==> src/rtl/move_sequencer.sv <==
`default_nettype none
// ============================================================================
//  Module      : move_sequencer
//  Description : Command-level controller for the angle-position FSM. Accepts
//                a target angle index over a valid/ready handshake, then steps
//                the angle FSM along the shortest path around the circle with
//                single-cycle moveCW/moveCCW pulses. Each step is followed by
//                a fixed dwell and a bounded wait for physicalPos to agree
//                with desiredPos.
//
//  Ports       : clk          system clock, rising edge
//                reset        synchronous active-high reset
//                cmd_valid    command source presents cmd_target
//                cmd_target   requested angle index
//                cmd_ready    command can be accepted (IDLE only)
//                abort        cancel the move in progress
//                desiredPos   current state of the angle FSM
//                physicalPos  measured motor position
//                moveCW       one-cycle clockwise step request
//                moveCCW      one-cycle counter-clockwise step request
//                busy         a move is in progress
//                done         one-cycle pulse when the target is reached
//                fault        sticky settle-timeout flag
//
//  Revision    : 1.0  initial release
// ============================================================================
module move_sequencer #(
    parameter int STATE_WIDTH    = 3,
    parameter int DWELL_CYCLES   = 4,
    parameter int SETTLE_TIMEOUT = 16
) (
    input  logic                   clk,
    input  logic                   reset,
    input  logic                   cmd_valid,
    input  logic [STATE_WIDTH-1:0] cmd_target,
    output logic                   cmd_ready,
    input  logic                   abort,
    input  logic [STATE_WIDTH-1:0] desiredPos,
    input  logic [STATE_WIDTH-1:0] physicalPos,
    output logic                   moveCW,
    output logic                   moveCCW,
    output logic                   busy,
    output logic                   done,
    output logic                   fault
);

    localparam logic [2:0] S_IDLE   = 3'd0;
    localparam logic [2:0] S_EVAL   = 3'd1;
    localparam logic [2:0] S_STEP   = 3'd2;
    localparam logic [2:0] S_DWELL  = 3'd3;
    localparam logic [2:0] S_SETTLE = 3'd4;

    // Half-circle distance; a delta of exactly this much is routed clockwise.
    localparam logic [STATE_WIDTH-1:0] c_HALF = STATE_WIDTH'(1) << (STATE_WIDTH - 1);
    // Dwell counter is loaded with N-1 and counts down to 0, giving N cycles.
    localparam logic [15:0] c_DWELL_LOAD  = 16'(DWELL_CYCLES - 1);
    localparam logic [15:0] c_SETTLE_LAST = 16'(SETTLE_TIMEOUT - 1);

    logic [2:0]             r_state;
    logic [STATE_WIDTH-1:0] r_target;
    logic [15:0]            r_dwell_cnt;
    logic [15:0]            r_settle_cnt;
    logic                   r_move_cw;
    logic                   r_move_ccw;
    logic                   r_done;
    logic                   r_fault;

    logic [2:0]             w_next_state;
    logic [STATE_WIDTH-1:0] w_delta;
    logic                   w_go_cw;
    logic                   w_accept;
    logic                   w_eval_done;
    logic                   w_timeout;
    logic                   w_settled;

    // Modulo arithmetic handles wrap-around with no special case.
    assign w_delta   = r_target - desiredPos;
    assign w_go_cw   = (w_delta != '0) && (w_delta <= c_HALF);
    assign w_settled = (physicalPos == desiredPos);

    always_comb begin
        w_next_state = r_state;
        w_accept     = 1'b0;
        w_eval_done  = 1'b0;
        w_timeout    = 1'b0;
        case (r_state)
            S_IDLE: begin
                if (cmd_valid) begin
                    w_accept     = 1'b1;
                    w_next_state = S_EVAL;
                end
            end
            S_EVAL: begin
                if (w_delta == '0) begin
                    w_eval_done  = 1'b1;
                    w_next_state = S_IDLE;
                end else begin
                    w_next_state = S_STEP;
                end
            end
            S_STEP: begin
                w_next_state = S_DWELL;
            end
            S_DWELL: begin
                if (r_dwell_cnt == 16'd0) begin
                    w_next_state = S_SETTLE;
                end
            end
            S_SETTLE: begin
                if (w_settled) begin
                    w_next_state = S_EVAL;
                end else if (r_settle_cnt == c_SETTLE_LAST) begin
                    w_timeout    = 1'b1;
                    w_next_state = S_IDLE;
                end
            end
            default: begin
                w_next_state = S_IDLE;
            end
        endcase

        // Abort overrides every other transition and suppresses done/fault.
        if (abort && (r_state != S_IDLE)) begin
            w_next_state = S_IDLE;
            w_eval_done  = 1'b0;
            w_timeout    = 1'b0;
        end
    end

    always_ff @(posedge clk) begin
        if (reset) begin
            r_state      <= S_IDLE;
            r_target     <= '0;
            r_dwell_cnt  <= 16'd0;
            r_settle_cnt <= 16'd0;
            r_move_cw    <= 1'b0;
            r_move_ccw   <= 1'b0;
            r_done       <= 1'b0;
            r_fault      <= 1'b0;
        end else begin
            r_state <= w_next_state;

            if (w_accept) begin
                r_target <= cmd_target;
            end

            // Pulses are registered on entry to STEP so they are high
            // exactly during the STEP cycle.
            r_move_cw  <= (w_next_state == S_STEP) &&  w_go_cw;
            r_move_ccw <= (w_next_state == S_STEP) && !w_go_cw;
            r_done     <= w_eval_done;

            if (w_accept) begin
                r_fault <= 1'b0;
            end else if (w_timeout) begin
                r_fault <= 1'b1;
            end

            if (r_state == S_STEP) begin
                r_dwell_cnt <= c_DWELL_LOAD;
            end else if ((r_state == S_DWELL) && (r_dwell_cnt != 16'd0)) begin
                r_dwell_cnt <= r_dwell_cnt - 16'd1;
            end

            if (r_state == S_DWELL) begin
                r_settle_cnt <= 16'd0;
            end else if ((r_state == S_SETTLE) && !w_settled) begin
                r_settle_cnt <= r_settle_cnt + 16'd1;
            end
        end
    end

    assign moveCW    = r_move_cw;
    assign moveCCW   = r_move_ccw;
    assign done      = r_done;
    assign fault     = r_fault;
    assign cmd_ready = (r_state == S_IDLE);
    assign busy      = (r_state != S_IDLE);

endmodule
`default_nettype wire

==> config.mk <==
export PLATFORM = sky130hd
export DESIGN_NAME = move_sequencer
export DESIGN_NICKNAME = d
export VERILOG_FILES = /design/src/rtl/move_sequencer.sv
export SDC_FILE = /design/constraint.sdc
export NUM_CORES = 1
export LEC_CHECK = 0
export CAP_MARGIN = 20
export CORE_ASPECT_RATIO = 1.75
export CORE_MARGIN = 2
export CORE_UTILIZATION = 25
export DETAILED_ROUTE_END_ITERATION = 10
export GPL_TIMING_DRIVEN = 0
export PLACE_DENSITY = 0.41
export SETUP_SLACK_MARGIN = 0.05
export SYNTH_ARGS = -nofsm -noshare
export SYNTH_HDL_FRONTEND = slang
export SYNTH_SLANG_ARGS = --single-unit
==> constraint.sdc <==
create_clock -name clk -period 2.6 [get_ports clk]
set_clock_uncertainty 0.05 [all_clocks]
set_input_delay 0.26 -clock clk [delete_from_list [all_inputs] [get_ports clk]]
set_output_delay 0.26 -clock clk [all_outputs]
set_load 0.02 [all_outputs]
## After elaboration in Yosys (flattened, before gate mapping)

Cells that the tools add are included.

| storage, ports and cells | value |
|---|---|
| register bits | 42 |
| bits in latches | 0 |
| RAM bits | 0 |
| memory bits (read-only) | 0 |
| bits of input ports | 13 |
| output and inout bits | 6 |
| logic and storage cells | 56 |
| memories | 0 |

| operators by class | value |
|---|---|
| $add $sub $neg | 3 |
| $mul | 0 |
| divide/modulo/power cells | 0 |
| order comparisons | 1 |
| equal/unequal tests | 7 |
| shifts and indexed selects | 0 |
| muxes and demuxes | 16 |
| bitwise operators | 1 |
| reductions and logical operators | 19 |

Operators by type and width:

| operator | count |
|---|---|
| 16-bit by 1-bit adder with 16-bit output, second input constant | 1 |
| 16-bit by 4-bit equality test with 1-bit output, second input constant | 1 |
| 16-bit logical NOT | 1 |
| 16-bit nonzero test | 1 |
| 16-bit by 1-bit subtractor with 16-bit output, second input constant | 1 |
| 3-bit two-way mux | 5 |
| 3-bit one-hot mux with 5 select lines | 1 |
| 3-bit by 2-bit equality test with 1-bit output, second input constant | 3 |
| 1-bit two-way mux | 7 |
| 1-bit logical AND | 6 |
| 3-bit logical NOT | 2 |
| 2-bit two-way mux | 3 |
| 3-bit nonzero test | 2 |
| 2-bit OR reduction | 3 |
| 3-bit by 1-bit equality test with 1-bit output, second input constant | 1 |
| 3-bit equality test | 1 |
| 3-bit equality test, second input constant | 1 |
| 3-bit less-or-equal comparator, second input constant | 1 |
| 3-bit OR reduction | 1 |
| 3-bit subtractor | 1 |
| 1-bit logical NOT | 2 |
| 2-bit nonzero test | 1 |
| 1-bit inverter | 1 |

## Logic depth before layout (Yosys ltp)

Gate-level depths: netlist of the first run.

| depth | value |
|---|---|
| depth in word-level cells | 7 |
| mapped depth | 8 |
| depth with buffers taken out | 8 |

## Least setup slack after synthesis of the first run

OpenSTA, ideal clock, no wires.

| timing path | value |
|---|---|
| path type | flip-flop to flip-flop |
| start point | register r_dwell_cnt[0] |
| end point | register r_state[1] |
| library setup time | 115 ps |
| arrival | 1802 ps |
| data required time | 2435 ps |
| setup slack | 634 ps |
| cell stages (with the launch flop) | 9 |
| path buffers | 2 |
| clock period less this slack | 1966 ps |
| path through | dfxtp_1 > inv_1 > ha_1 > or4b_1 > and4bb_1 > buf_2 > buf_6 > a21boi_1 > o21a_1 |

| between the ends | value |
|---|---|
| word-level cells in the longest chain between the ends | 4 |

RTL lines:

| item | RTL line | RTL |
|---|---|---|
| start: declaration | 61 | `logic [15:0] r_dwell_cnt;` |
| start signal: assignment | 160 | `r_dwell_cnt <= c_DWELL_LOAD;` |
| start signal: assignment | 162 | `r_dwell_cnt <= r_dwell_cnt - 16'd1;` |
| 16-bit logical NOT | 105 | `if (r_dwell_cnt == 16'd0) begin` |
| 3-bit two-way mux | 105 |  |
| 3-bit one-hot mux with 5 select lines | 86 | `case (r_state)` |
| 3-bit two-way mux | 123 | `if (abort && (r_state != S_IDLE)) begin` |
| end signal: assignment | 141 | `r_state <= w_next_state;` |
| end: declaration | 59 | `logic [2:0] r_state;` |

Every way passes these cells.
A chain may end at the register's enable or synchronous reset.

## Worst setup path in the final report of the first run

| timing path | value |
|---|---|
| start point | register r_state[1] |
| end point | output cmd_ready |

| between the ends | value |
|---|---|
| word-level cells in the longest chain between the ends | 1 |

RTL lines:

| item | RTL line | RTL |
|---|---|---|
| 3-bit logical NOT | 177 | `assign cmd_ready = (r_state == S_IDLE);` |
| end: declaration | 36 | `output logic cmd_ready,` |

Every way passes these cells.

==> results.py, run 1 <==
metrics = {
    "timing": {
        "holdWs_ps": 334.1,
        "setup_viol": 0,
        "maxSlewHeadroom_pct": 49.29,
        "maxSlewViolCount": 0,
        "layout_min_cycle_time_ps": 2288,
        "rsz0062_at_grt": "false",
        "hold_violations": 0,
        "finalCritPeriodShare_pct": 88.00,
        "worst_pin_slew_ps": 753.7,
        "setup_tns_ps": 0,
        "fmax_mhz": 437.1,
    },
    "placement": {
        "post-place-cells": 404,
        "dp_hpwl_um": 4604,
        "place.gp.congestion": 0.7965,
        "numPortBuffers": 17,
    },
    "worst_setup_path": {
        "critical_path.max_stage_delay_ps": 630,
        "cp-end-kind": "primary output",
        "required_ps": 2290,
        "reg2regPathDepth": 8,
        "cp_slowest_cell": "clkdlybuf4s50_1",
        "reg2reg_from": "r_dwell_cnt[0]",
        "arrival_ps": 1980,
        "path_max_fanout": 10,
        "crit_chain": "clkbuf_1 > or3_1 > inv_1 > clkdlybuf4s50_1",
        "critPathKind": "flop to primary output",
        "crit_path_start_kind": "flop",
        "crit_start": "r_state[1]",
    },
    "synthesis": {
        "synth_mux_area_share_pct": 3.526,
        "synthArstFlopShare_pct": 0,
        "synthesis.area_um2": 2271,
        "syn_area_per_cell_um2": 8.505,
        "synth_compound_area_share_pct": 18.13,
        "synthCells": 267,
        "yosys_register_bits": 42,
        "synth-xor-area-share_pct": 2.314,
        "synthAdderAreaFrac_pct": 3.747,
        "synth_top_family_by_area": "simple AND/OR/NAND/NOR gates",
        "synth_cell_types": 52,
        "synth_edf_count": 0,
        "ys_seq_area_share_pct": 37.02,
        "synth_warnings": 0,
        "syn_nets": 286,
        "synth_flop_cell": "dfxtp_1",
        "synth-simple-area-share_pct": 29.81,
    },
    "grt": {
        "grt_max_degree": 13,
        "grt_pass1_vias": 1997,
        "grt_overflow": 0,
        "grtUsageTotal_pct": 13.03,
        "grt_pass1_wl_um": 10230,
        "antenna_found_initial": 0,
    },
    "min_path": {
        "hp-start": "reset",
        "hold_depth": 3,
        "hold_class": "input port to flop",
    },
    "floorplanning": {
        "die_x_um": 76.05,
        "io_pins": 19,
        "std_cell_rows": 46,
        "coreArea_um2": 8921,
        "die_h_um": 130.1,
        "initial_core_util_pct": 25.46,
        "die-area_um2": 9892,
    },
    "power": {
        "seq_power_share_pct": 42.6,
        "powerDensity_nw_per_um2": 559.2,
        "power.internal_mw": 1.180,
        "p_sw_mw": 0.3597,
        "switching_share_pct": 23.35,
        "ir_worst_vdd_mv": 0.3308,
        "power_leakage_nw": 0.9418,
        "p_comb_share_pct": 11.0,
        "power_frac_clock_pct": 46.4,
    },
    "routing": {
        "via_per_inst": 4.927,
        "dr.pass1.iters": 4,
        "avgRoutedWirePerCell_um": 14.73,
        "wirelength_um": 6067,
        "first_iter_violations": 77,
        "vias": 2030,
        "drc": 0,
        "ant_nets": 0,
    },
    "layout": {
        "fillCellCount": 948,
        "finish.utilization_pct": 30.87,
        "stdcell_count": 412,
        "diodes": 0,
        "finalNetCount": 310,
        "syn2layout_area_growth_pct": 21.27,
        "drive_gt1_share_pct": 5.822,
    },
    "clocking": {
        "h-tree-depth": 2,
        "tritoncts": "done",
        "clkSlewWorstSetupHoldPaths_ps": 60,
        "worstSkewPairLatency_ps": 290,
        "cts.sinks": 42,
        "cts_resized": 0,
        "clk_root_buffer_cell": "clkbuf_16",
        "cts_setup_buffers": 0,
        "cts_inserted_buffers": 5,
        "cts_buffer_depth": 2,
        "cts_hold_buf": 0,
    },
    "job": {
        "cap_violations": 0,
    },
    "outcome": {
        "status": "complete, no violations",
    },
}
synthesized netlist by cell type (8+ instances only):
cell type | instances | share of area (%)
dfxtp_1 | 42 | 37
clkbuf_1 | 10 | 1.7
nand2_1 | 12 | 2.0
mux2i_1 | 8 | 3.5
or3_1 | 12 | 3.3
or4_1 | 15 | 5.0
nand3_1 | 8 | 1.8
nor4_1 | 9 | 2.5
a21oi_1 | 25 | 5.5
nand4_1 | 8 | 2.2
o31ai_1 | 15 | 5.0
nor2_1 | 15 | 2.5
inv_1 | 12 | 2.0
layout make-up:
class | instances | area (um2) | area share [%]
clock buffer | 7 | 132.6 | 4.816
multi-input combinational | 196 | 1306 | 47.43
clock inverter | 1 | 30.03 | 1.090
timing repair buffer | 17 | 170.2 | 6.179
buffer | 17 | 78.83 | 2.862
sequential | 42 | 840.8 | 30.53
tap | 120 | 150.1 | 5.452
inverter | 12 | 45.04 | 1.636
stage by stage:
stage	setup WS (ps)	cell area [um2]	total power, mW
CTS	285.8	2754	1.570
detailed placement	283.8	2591	0.8437
global placement	276.4	2591	0.8431
global route	166.1	2754	1.607
finish	312.1	2754	1.540
floorplan	633.6	2271	0.7799
critical path: cells and delay by family (launching register included):
family | cells | cell delay, ps
buffers and inverters | 3 | 940
flip-flops | 1 | 320
AND/OR/NAND/NOR | 1 | 440
power by group through the flow:
stage,sequential [mW],combinational [mW],clock (mW)
after CTS,0.657,0.174,0.739
after floorplan,0.671,0.108,0
after global routing,0.657,0.190,0.760
after global placement,0.671,0.172,0
after detailed placement,0.671,0.172,0
final,0.657,0.169,0.714
logic make-up after synthesis:
family,after synthesis
simple gates,112
compound gates,63
xor+xnor,6
fa+ha+maj,7
buf+inv,29
flops,42
mux,8
metal layers:
metal / vias to the layer above / wire length (um) / GRT usage [%]
li1: 1041 / - / -
met1: 960 / 2373 / 13.56
met3: 5 / 115 / 2.075
met5: - / 0 / 0
met2: 24 / 3480 / 26.00
met4: 0 / 98 / 5.027
sequential cells by signal, indices dropped and copies added, names as in the netlist:
name	cells
r_dwell_cnt	16
r_settle_cnt	16
r_state	3
r_target	3
done	1
fault	1
moveCCW	1
moveCW	1
final timing paths:
check / slack, ps / end
worst min register to register: 430 / r_dwell_cnt[12]
worst max-delay path: 310 / cmd_ready
worst min-delay path: 330 / r_dwell_cnt[7]
worst max register to register: 410 / r_state[1]
placed cells by master (no fill, tap or decap), drive strengths merged, types with 7 or more instances in the layout:
| cell | count |
|---|---|
| a21oi | 25 |
| clkbuf | 18 |
| clkdlybuf4s50 | 17 |
| dfxtp | 42 |
| inv | 12 |
| mux2i | 8 |
| nand2 | 12 |
| nand3 | 8 |
| nand4 | 8 |
| nor2 | 15 |
| nor3 | 7 |
| nor4 | 10 |
| o31ai | 15 |
| or3 | 12 |
| or4 | 15 |
Power figures use the tool's default switching activity.
==> inputs of run 2 (changes only) <==
CORE_ASPECT_RATIO = default   (was 1.75)
==> results.py, run 2 (same netlist as run 1, synthesis figures left out) <==
metrics = {
    "grt": {
        "grt_pass1_vias": 2002,
        "grtUsageTotal_pct": 12.11,
        "grt_overflow": 0,
        "grt_max_degree": 12,
        "antenna_found_initial": 0,
        "grt_pass1_wl_um": 9749,
    },
    "clocking": {
        "clk_root_buffer_cell": "clkbuf_8",
        "cts_hold_buf": 0,
        "h-tree-depth": 2,
        "cts_resized": 0,
        "cts_inserted_buffers": 5,
        "clkSlewWorstSetupHoldPaths_ps": 80,
        "worstSkewPairLatency_ps": 300,
        "cts_setup_buffers": 0,
        "cts.sinks": 42,
        "cts_buffer_depth": 2,
        "tritoncts": "done",
    },
    "routing": {
        "dr.pass1.iters": 4,
        "ant_nets": 0,
        "drc": 0,
        "first_iter_violations": 72,
        "top_layer_used": "met4",
        "vias": 2015,
        "wl_met1_um": 2958,
        "via_per_inst": 5.050,
        "wirelength_um": 5630,
        "met2_length_um": 2477,
        "avgRoutedWirePerCell_um": 14.11,
        "wl_met3_um": 125,
    },
    "placement": {
        "dp_hpwl_um": 4055,
        "post-place-cells": 392,
        "numPortBuffers": 17,
        "place.gp.congestion": 0.7354,
    },
    "layout": {
        "seqCellArea_um2": 840.8,
        "drive_gt1_share_pct": 5.498,
        "final_cell_mix": "dfxtp_1 (42), a21oi_1 (25), clkdlybuf4s50_1 (17)",
        "syn2layout_area_growth_pct": 16.80,
        "stdcell_count": 399,
        "finalNetCount": 310,
        "diodes": 0,
        "finish.utilization_pct": 30.27,
        "multi_input_area_um2": 1306,
        "layout_commonest_cell": "dfxtp_1",
        "fillCellCount": 955,
        "top_regs": "r_dwell_cnt x16, r_settle_cnt x16",
    },
    "floorplanning": {
        "die_h_um": 99.31,
        "coreArea_um2": 8763,
        "die-area_um2": 9862,
        "initial_core_util_pct": 25.91,
        "io_pins": 19,
        "std_cell_rows": 34,
        "die_x_um": 99.31,
    },
    "worst_setup_path": {
        "critPathKind": "flop to primary output",
        "cp-end-kind": "primary output",
        "crit_path_start_kind": "flop",
        "required_ps": 2290,
        "arrival_ps": 1970,
        "path_max_fanout": 10,
    },
    "timing": {
        "fmax_mhz": 438.6,
        "layout_min_cycle_time_ps": 2280,
        "hold_violations": 0,
        "setup_viol": 0,
        "setup_tns_ps": 0,
        "rsz0062_at_grt": "false",
        "finalCritPeriodShare_pct": 87.70,
        "worst_pin_slew_ps": 746.9,
        "maxSlewHeadroom_pct": 49.75,
        "maxSlewViolCount": 0,
    },
    "power": {
        "ir_worst_vdd_mv": 0.1775,
        "power_leakage_nw": 0.9020,
        "powerDensity_nw_per_um2": 464.2,
        "total_power_mw": 1.231,
    },
    "min_path": {
        "hold_class": "input port to flop",
    },
    "job": {
        "cap_violations": 0,
    },
    "outcome": {
        "status": "complete, no violations",
    },
}
-- run 2: path summary, 6_finish.rpt --
| path | cells past startpoint | startpoint | endpoint | slack, ps |
|---|---|---|---|---|
| worst min register to register | 2 | r_dwell_cnt[13] | r_dwell_cnt[13] | 430 |
| worst max register to register | 6 | r_state[2] | r_settle_cnt[13] | 400 |
| worst min-delay path | 3 | reset | r_dwell_cnt[15] | 350 |
| worst max-delay path | 4 | r_state[1] | cmd_ready | 320 |
-- run 2: report_power, final --
part	switching [mW]	total (mW)	internal [mW]
logic	0.0925	0.166	0.0735
registers	0.00474	0.656	0.651
clock network	0.224	0.409	0.185
total	0.321	1.23	0.910
-- run 2: cell type report --
cell class	instances	area share, %
flip-flops and latches	42	31.70
repair buffers	17	6.415
well taps	108	5.094
clock buffers	7	2.877
multi-input cells	196	49.25
inverters	12	1.698
plain buffers	17	2.972
-- run 2: through the flow --
step | setup WS (ps) | area, um2 | hold slack [ps]
after floorplan | 633.6 | 2271 | 349.5
after global placement | 256.3 | 2576 | 416.0
after detailed placement | 268.5 | 2576 | 422.0
after CTS | 288.6 | 2653 | 348.6
after global routing | 180.1 | 2653 | 386.9
final | 319.9 | 2653 | 347.9
-- run 2: worst max-delay path, stage by stage (launching register included) --
cell             delay [ps]
dfxtp_1                 320
clkbuf_1                210
or3_1                   440
inv_1                   100
clkdlybuf4s50_1         610
-- run 2: layer usage --
layer  track usage [%]  vias to the layer above
li1                  -                     1054
met2             19.44                       21
met1             16.65                      935
met3             2.249                        5
met5                 0                        -
met4             3.477                        0
